===== src/rtl/apb_uart_bus_arbiter.sv =====
// apb_uart_bus_arbiter: round-robin two-port APB master front end with PREADY timeout
module apb_uart_bus_arbiter #(
  parameter int ADDR_W = 5,
  parameter int DATA_W = 32,
  parameter int TIMEOUT = 16
) (
  input  logic              i_clk,
  input  logic              i_rst,
  input  logic              i_m0_valid,
  input  logic              i_m0_write,
  input  logic [ADDR_W-1:0] i_m0_addr,
  input  logic [DATA_W-1:0] i_m0_wdata,
  output logic              o_m0_ready,
  output logic              o_m0_done,
  output logic [DATA_W-1:0] o_m0_rdata,
  output logic              o_m0_err,
  input  logic              i_m1_valid,
  input  logic              i_m1_write,
  input  logic [ADDR_W-1:0] i_m1_addr,
  input  logic [DATA_W-1:0] i_m1_wdata,
  output logic              o_m1_ready,
  output logic              o_m1_done,
  output logic [DATA_W-1:0] o_m1_rdata,
  output logic              o_m1_err,
  output logic [1:0]        o_psel,
  output logic              o_penable,
  output logic              o_pwrite,
  output logic [ADDR_W-1:0] o_paddr,
  output logic [DATA_W-1:0] o_pwdata,
  input  logic [DATA_W-1:0] i_prdata,
  input  logic              i_pready,
  input  logic              i_pslverr
);
  localparam logic [1:0] IDLE = 2'd0, SETUP = 2'd1, ACCESS = 2'd2, RESP = 2'd3;
  logic [1:0] state;
  logic gnt, last, req, win, take, tmo, fin;
  logic [7:0] cnt;
  logic [DATA_W-1:0] rd_val;
  logic err_val;
  assign req = i_m0_valid | i_m1_valid;
  // with both requesting, the port not granted last wins
  assign win = (i_m0_valid & i_m1_valid) ? ~last : i_m1_valid;
  assign take = (state == IDLE) & req & ~i_rst;
  assign o_m0_ready = take & ~win;
  assign o_m1_ready = take & win;
  assign o_psel = (state == SETUP || state == ACCESS) ? (o_paddr[ADDR_W-1] ? 2'b10 : 2'b01) : 2'b00;
  assign o_penable = state == ACCESS;
  assign o_m0_done = (state == RESP) & ~gnt;
  assign o_m1_done = (state == RESP) & gnt;
  assign tmo = cnt == 8'(TIMEOUT - 1);
  assign fin = i_pready | tmo;
  assign rd_val = (i_pready & ~o_pwrite) ? i_prdata : '0;
  assign err_val = i_pready ? i_pslverr : 1'b1;
  always_ff @(posedge i_clk) begin
    if (i_rst) begin
      state <= IDLE;
      gnt <= 1'b0;
      last <= 1'b1;
      cnt <= '0;
      o_pwrite <= 1'b0;
      o_paddr <= '0;
      o_pwdata <= '0;
      o_m0_rdata <= '0;
      o_m0_err <= 1'b0;
      o_m1_rdata <= '0;
      o_m1_err <= 1'b0;
    end else begin
      case (state)
        IDLE: if (req) begin
          gnt <= win;
          last <= win;
          o_pwrite <= win ? i_m1_write : i_m0_write;
          o_paddr <= win ? i_m1_addr : i_m0_addr;
          o_pwdata <= win ? i_m1_wdata : i_m0_wdata;
          state <= SETUP;
        end
        SETUP: begin
          cnt <= '0;
          state <= ACCESS;
        end
        ACCESS: if (fin) begin
          state <= RESP;
          if (gnt) begin
            o_m1_rdata <= rd_val;
            o_m1_err <= err_val;
          end else begin
            o_m0_rdata <= rd_val;
            o_m0_err <= err_val;
          end
        end else cnt <= cnt + 8'd1;
        default: begin
          cnt <= '0;
          state <= IDLE;
        end
      endcase
    end
  end
endmodule

===== config.mk =====
export PLATFORM = sky130hd
export DESIGN_NAME = apb_uart_bus_arbiter
export DESIGN_NICKNAME = d
export VERILOG_FILES = /design/src/rtl/apb_uart_bus_arbiter.sv
export SDC_FILE = /design/constraint.sdc
export NUM_CORES = 1
export LEC_CHECK = 0
export ABC_AREA = 1
export CAP_MARGIN = 20
export CORE_ASPECT_RATIO = 2
export CORE_MARGIN = 2
export CORE_UTILIZATION = 40
export CTS_CLUSTER_DIAMETER = 40
export CTS_CLUSTER_SIZE = 40
export DETAILED_ROUTE_END_ITERATION = 10
export PLACE_DENSITY = 0.85
export SLEW_MARGIN = 10
export SYNTH_ARGS = -nofsm -noshare
export SYNTH_HDL_FRONTEND = slang
export SYNTH_SLANG_ARGS = --single-unit
export TNS_END_PERCENT = 10

===== constraint.sdc =====
create_clock -name i_clk -period 1.95 [get_ports i_clk]
set_input_delay 0.39 -clock i_clk [delete_from_list [all_inputs] [get_ports i_clk]]
set_output_delay 0.39 -clock i_clk [all_outputs]
set_load 0.01 [all_outputs]

Word level (Yosys, flattened, before mapping)

Index checks and enable logic that the tools add are counted.

$mul: 0
Divide/modulo/power cells: 0
Eq/ne operators: 7
Reductions and logical operators: 7
Add/subtract/negate cells: 1
Bitwise operators: 16
Shift-type cells: 0
Multiplexer cells: 13
$lt $le $gt $ge: 0

Operators with widths:

| cell                                                             | count |
|---|---|
| 32-bit 2-to-1 mux                                                | 2 |
| 8-bit case mux with 2 select lines                               | 1 |
| 8-bit by 1-bit adder with 8-bit output (second input constant)   | 1 |
| 1-bit bitwise AND                                                | 8 |
| 8-bit by 4-bit == test with 1-bit output (second input constant) | 1 |
| 2-bit 2-to-1 mux                                                 | 4 |
| 8-bit 2-to-1 mux                                                 | 1 |
| 1-bit NOT                                                        | 6 |
| 2-bit case mux with 3 select lines                               | 1 |
| 2-bit AND reduction                                              | 3 |
| 3-bit AND reduction                                              | 2 |
| 5-bit 2-to-1 mux                                                 | 1 |
| 2-bit == test (second input constant)                            | 2 |
| 2-bit != test (second input constant)                            | 2 |
| 1-bit 2-to-1 mux                                                 | 3 |
| 2-bit by 1-bit == test with 1-bit output (second input constant) | 1 |
| 2-bit zero test                                                  | 1 |
| 2-bit by 1-bit != test with 1-bit output (second input constant) | 1 |
| 1-bit bitwise OR                                                 | 2 |
| 1-bit logical OR                                                 | 1 |

Memories: 0
RAM bits: 0
Output and inout port bits: 111
Bits in registers: 116
Memory bits (read-only): 0
Word-level logic and storage cells: 55
Bits in latches: 0

Logic depth before layout (Yosys ltp)

Depth after elaboration: 4
Gate-level depth with buffers: 9
Mapped depth without buffers: 9

Worst setup path before layout

Ideal clock, no wire load.

Kind: reg2out
Start point: register state[0]
End point: output o_m0_ready
Arrival: 1.478 ns
Cell stages (with the launch flop): 9
Path slack: 0.082 ns
Cell sequence: dfxtp_1 -> inv_1 -> ha_1 -> inv_2 -> a21oi_4 -> clkbuf_2 -> inv_1 -> buf_2 -> nor3_1

Longest elaborated chain between the ends: 4

Ends and longest elaborated chain:

| element                        | line | source |
|---|---|---|
| start, declared                | 35   | `logic [1:0] state;` |
| start signal, assigned         | 56   | `state <= IDLE;` |
| start signal, assigned         | 75   | `state <= SETUP;` |
| start signal, assigned         | 79   | `state <= ACCESS;` |
| 2-bit zero test                | 43   | `assign take = (state == IDLE) & req & ~i_rst;` |
| 1-bit bitwise AND (2 in a row) | 43   |  |
| 1-bit bitwise AND              | 44   | `assign o_m0_ready = take & ~win;` |
| end, declared                  | 13   | `output logic o_m0_ready,` |

Every way passes these cells.

Final worst setup path

Start point: register state[0]
End point: output o_m1_ready

Longest elaborated chain between the ends: 4

Ends and longest elaborated chain:

| element                        | line | source |
|---|---|---|
| 2-bit zero test                | 43   |  |
| 1-bit bitwise AND (2 in a row) | 43   |  |
| 1-bit bitwise AND              | 45   | `assign o_m1_ready = take & win;` |
| end, declared                  | 21   | `output logic o_m1_ready,` |

Every way passes these cells.

==> summary by stage <==
Yosys
For this run, the register share of the synthesized area comes to 44.7%. The synthesized design contains 116 register bits. The total standard cell area after synthesis is 5190 µm². The share of async-settable or async-resettable flops after synthesis is 0%. Synthesis produced a netlist whose cell count is 709.

In this run, distinct cell masters in the synthesized netlist total 29. After synthesis, the most frequently instantiated cells are sky130_fd_sc_hd__nor2_1 (117), sky130_fd_sc_hd__dfxtp_1 (116), sky130_fd_sc_hd__nand2_1 (112), sky130_fd_sc_hd__a21oi_1 (78), sky130_fd_sc_hd__o21ai_0 (64). The number of nets handed over by synthesis was 827.

The total number of yosys warnings is 0. The flip-flop cell with the highest count after synthesis is sky130_fd_sc_hd__dfxtp_1. In this run, synthesis inferred 0 flip-flops with an integrated enable.

The synthesized design devotes to its leading area cell type 44.7% of total area. Yosys attributes the largest share of cell area to sky130_fd_sc_hd__dfxtp_1 (45%), sky130_fd_sc_hd__nor2_1 (8.5%), sky130_fd_sc_hd__nand2_1 (8.1%). The mean instance size in the synthesized netlist is 7.33 µm². The cell taking the most area after synthesis is sky130_fd_sc_hd__dfxtp_1.

sky130_fd_sc_hd__nor2_1 is the most common cell in the netlist.

GRT
The global routing met1 resource utilization is 23.2%. The first global-routing pass estimated 26100 µm of wire. Global routing used 23.3% of the available tracks across all layers. In the global route stage, met2 resource usage came out at 43.2%. The initial antenna violation count is 1. The global routing stage identified its most utilized layer as met2. The number of global-route vias before repair was 5475. Summed over all layers, the global routing overflow is 0. The maximum number of pins on one net before global-route repair is 46. For this run, global-route usage on met3 was measured as 5.67%.

Die
The floorplan has 58 rows. The x dimension of the die is 84.6 µm. The full die area is 14000 µm². The die is 165 µm tall. The effective utilization at floorplan is 41.1%. The number of top-level pins is 225.

The total area inside the core boundary comes to 12600 µm².

Route
The aggregate routed wire length is 16300 µm. The routed length per instance is 14.9 µm. The number of optimization iterations in the first detailed-route pass is 5. The number of DRC violations after detailed-routing iteration 0 is 178. In the routed design, unresolved DRC markers number 0.

The antenna violation net count after detailed routing is 0. The via count is 5541. In the routed layout, each cell is associated on average with a via count of 5.08.

Finish
The final layout contains 1043 nets. Cells fill 65.2% of the core in the end. The share of layout cells above drive strength 1 is 8.32%. The final non-filler cell total is 1090. The synthesis-to-finish area growth is 58.5%.

Placement
The number of placed cells counting well taps is 1056. In this run the tool buffered the top-level ports with 224 buffer cells. The HPWL after detailed placement is 11600 µm.

Routability-driven placement finished with a final weighted congestion of 0.826.

STA
The measured slew at the worst slew-check pin is 555 ps. The worst max-slew margin expressed relative to the limit is 62.9%. The hold violation count in the final report is 0. Setup repair after global routing could not meet its margin everywhere. On the final layout, the worst clock skew is 13.6 ps.

Static timing analysis puts the maximum clock frequency at 519 MHz. The final clock period utilization by the worst path is 98.8%. The clock period minus worst slack is 1930 ps. The count of final max-slew check failures is 0.

The final setup violation count is 0.

CTS
TritonCTS built the clock tree. The post-CTS clock slew at the launch and capture registers of the worst setup and hold paths is 60 ps. The number of clock buffers added by TritonCTS is 17. For this design, the CTS-stage hold fixing added 0 buffers. The clock sink count is 116. The clock passes through at most 2 buffers. The tree is rooted in a sky130_fd_sc_hd__clkbuf_16. At the later pin of the worst-skew pair, clock insertion delay measures 400 ps. The total number of H-tree levels is 4.

Power and ir drop
IR analysis of the VDD net gives a maximum drop of 1.20 mV. For this design the static power due to leakage is 3.31 nW. The power density of the placed cells is 1140 nW/µm².

Setup path
The critical path starts at state[0]. In this run the worst setup path terminates at o_m1_ready. The end of the worst register-to-register path is o_m1_rdata[10]. In this run the critical register-to-register path is launched from state[1].

STA classifies the critical path startpoint as a flop. The worst setup path is captured at an output pin. The reg-to-reg setup timing slack is 250 ps.

Of all nets on the critical path, the largest fanout is 3. At the worst endpoint, the arrival time is 1540 ps. The depth of the most critical reg-to-reg path is 8.

The critical setup path kind is reg -> out. Data on the critical path is required at its endpoint by 1560 ps.

Outcome
The flow ran to the end, and the final reports show no timing, DRC or antenna violations.

Min path
The instance count along the most critical hold path is 2. The worst hold path belongs to the class reg -> reg.

Flow run
The tool flagged a number of max-cap violations equal to 0.
cells in the final DEF (no fill, tap or decap), types with 3 or more instances in the layout:
cell type,count
sky130_fd_sc_hd__a21oi_1,78
sky130_fd_sc_hd__buf_12,4
sky130_fd_sc_hd__buf_4,20
sky130_fd_sc_hd__bufinv_16,5
sky130_fd_sc_hd__clkbuf_16,17
sky130_fd_sc_hd__clkdlybuf4s50_1,216
sky130_fd_sc_hd__clkinvlp_4,4
sky130_fd_sc_hd__dfxtp_1,115
sky130_fd_sc_hd__dlygate4sd2_1,3
sky130_fd_sc_hd__inv_1,53
sky130_fd_sc_hd__inv_2,4
sky130_fd_sc_hd__nand2_1,112
sky130_fd_sc_hd__nand3_1,16
sky130_fd_sc_hd__nand4_1,34
sky130_fd_sc_hd__nor2_1,117
sky130_fd_sc_hd__o21ai_0,64
sky130_fd_sc_hd__o21ai_1,7
sky130_fd_sc_hd__o21bai_1,39
area by class of cell:
cell class | count | area, µm²
multi-input combinational | 484 | 2390
tap | 150 | 188
antenna | 2 | 5.00
sequential | 116 | 2320
clock buffer | 20 | 457
timing repair buffer | 248 | 2450
fill | 1106 | 4390
clock inverter | 12 | 203
inverter | 58 | 218
cells by family (layout without fill, tap and decap cells):
family / Yosys count / after routing / share of synthesized area (%)
AND/OR/NAND/NOR: 289 / 289 / 24.0
buffers and inverters: 109 / 338 / 9.44
flip-flops: 116 / 116 / 44.7
other: 0 / 2 / 0
AO/OA/AOI/OAI: 191 / 191 / 20.8
adder cells (fa/ha/maj): 4 / 4 / 0.964
worst min path at each step:
stage / start / endpoint / slack, ps
2_1_floorplan: last / last / 430
3_3_place_gp: o_m0_err / o_m0_err / 450
3_5_place_dp: o_m0_rdata[13] / o_m0_rdata[13] / 450
4_1_cts: o_m0_err / o_m0_err / 460
5_1_grt: o_m0_rdata[13] / o_m0_rdata[13] / 470
6_report: o_m0_rdata[13] / o_m0_rdata[13] / 460
registers in the layout, indices dropped and copies added, names as in the netlist:
signal      count
o_pwdata       32
state           2
o_m0_rdata     32
o_m1_rdata     32
o_pwrite        1
cnt             8
gnt             1
o_m1_err        1
o_m0_err        1
o_paddr         5
last            1
stage by stage:
stage                     power (W)  hold WS [ps]  setup slack [ps]  setup TNS, ps  cell area (µm²)
after global placement      0.00601           447              -284           -583             7580
final                       0.00940           457              22.9              0             8230
after CTS                   0.00948           459             -2.49          -2.49             8240
after floorplan             0.00464           429              81.7              0             5190
after detailed placement    0.00607           451              -361           -889             7580
after global routing        0.00994           475             -37.6          -70.7             8230
where the power goes:
| part | internal, W | leakage (nW) | switching, W |
|---|---|---|---|
| clock | 0.00234 | 0.308 | 0.00107 |
| sequential | 0.00275 | 0.944 | 0.000225 |
| combinational | 0.00143 | 2.06 | 0.00159 |
| total | 0.00651 | 3.31 | 0.00289 |
critical path: stages, from the launching register on:
cell and delay, ps:
sky130_fd_sc_hd__dfxtp_2 320, sky130_fd_sc_hd__inv_1 80, sky130_fd_sc_hd__ha_2 200, sky130_fd_sc_hd__buf_4 130
sky130_fd_sc_hd__nand2_1 80, sky130_fd_sc_hd__nor2_1 90, sky130_fd_sc_hd__clkdlybuf4s15_1 240
routing by layer:
| layer | share of wire, % | wire length, µm |
|---|---|---|
| met5 | 0 | 0 |
| met4 | 4.6 | 742 |
| met3 | 5.7 | 928 |
| met2 | 54 | 8760 |
| met1 | 36 | 5830 |
repair_timing:
action | 4_1_cts | 5_1_grt
setup buffers | 0 | 0
gates resized for setup | 14 | 5
pin swaps | 1 | 0
cloned | 0 | 0
endpoints found under the setup margin | 7 | 4
endpoints found under the hold margin | 0 | 0
(Power assumes the default switching activity.)
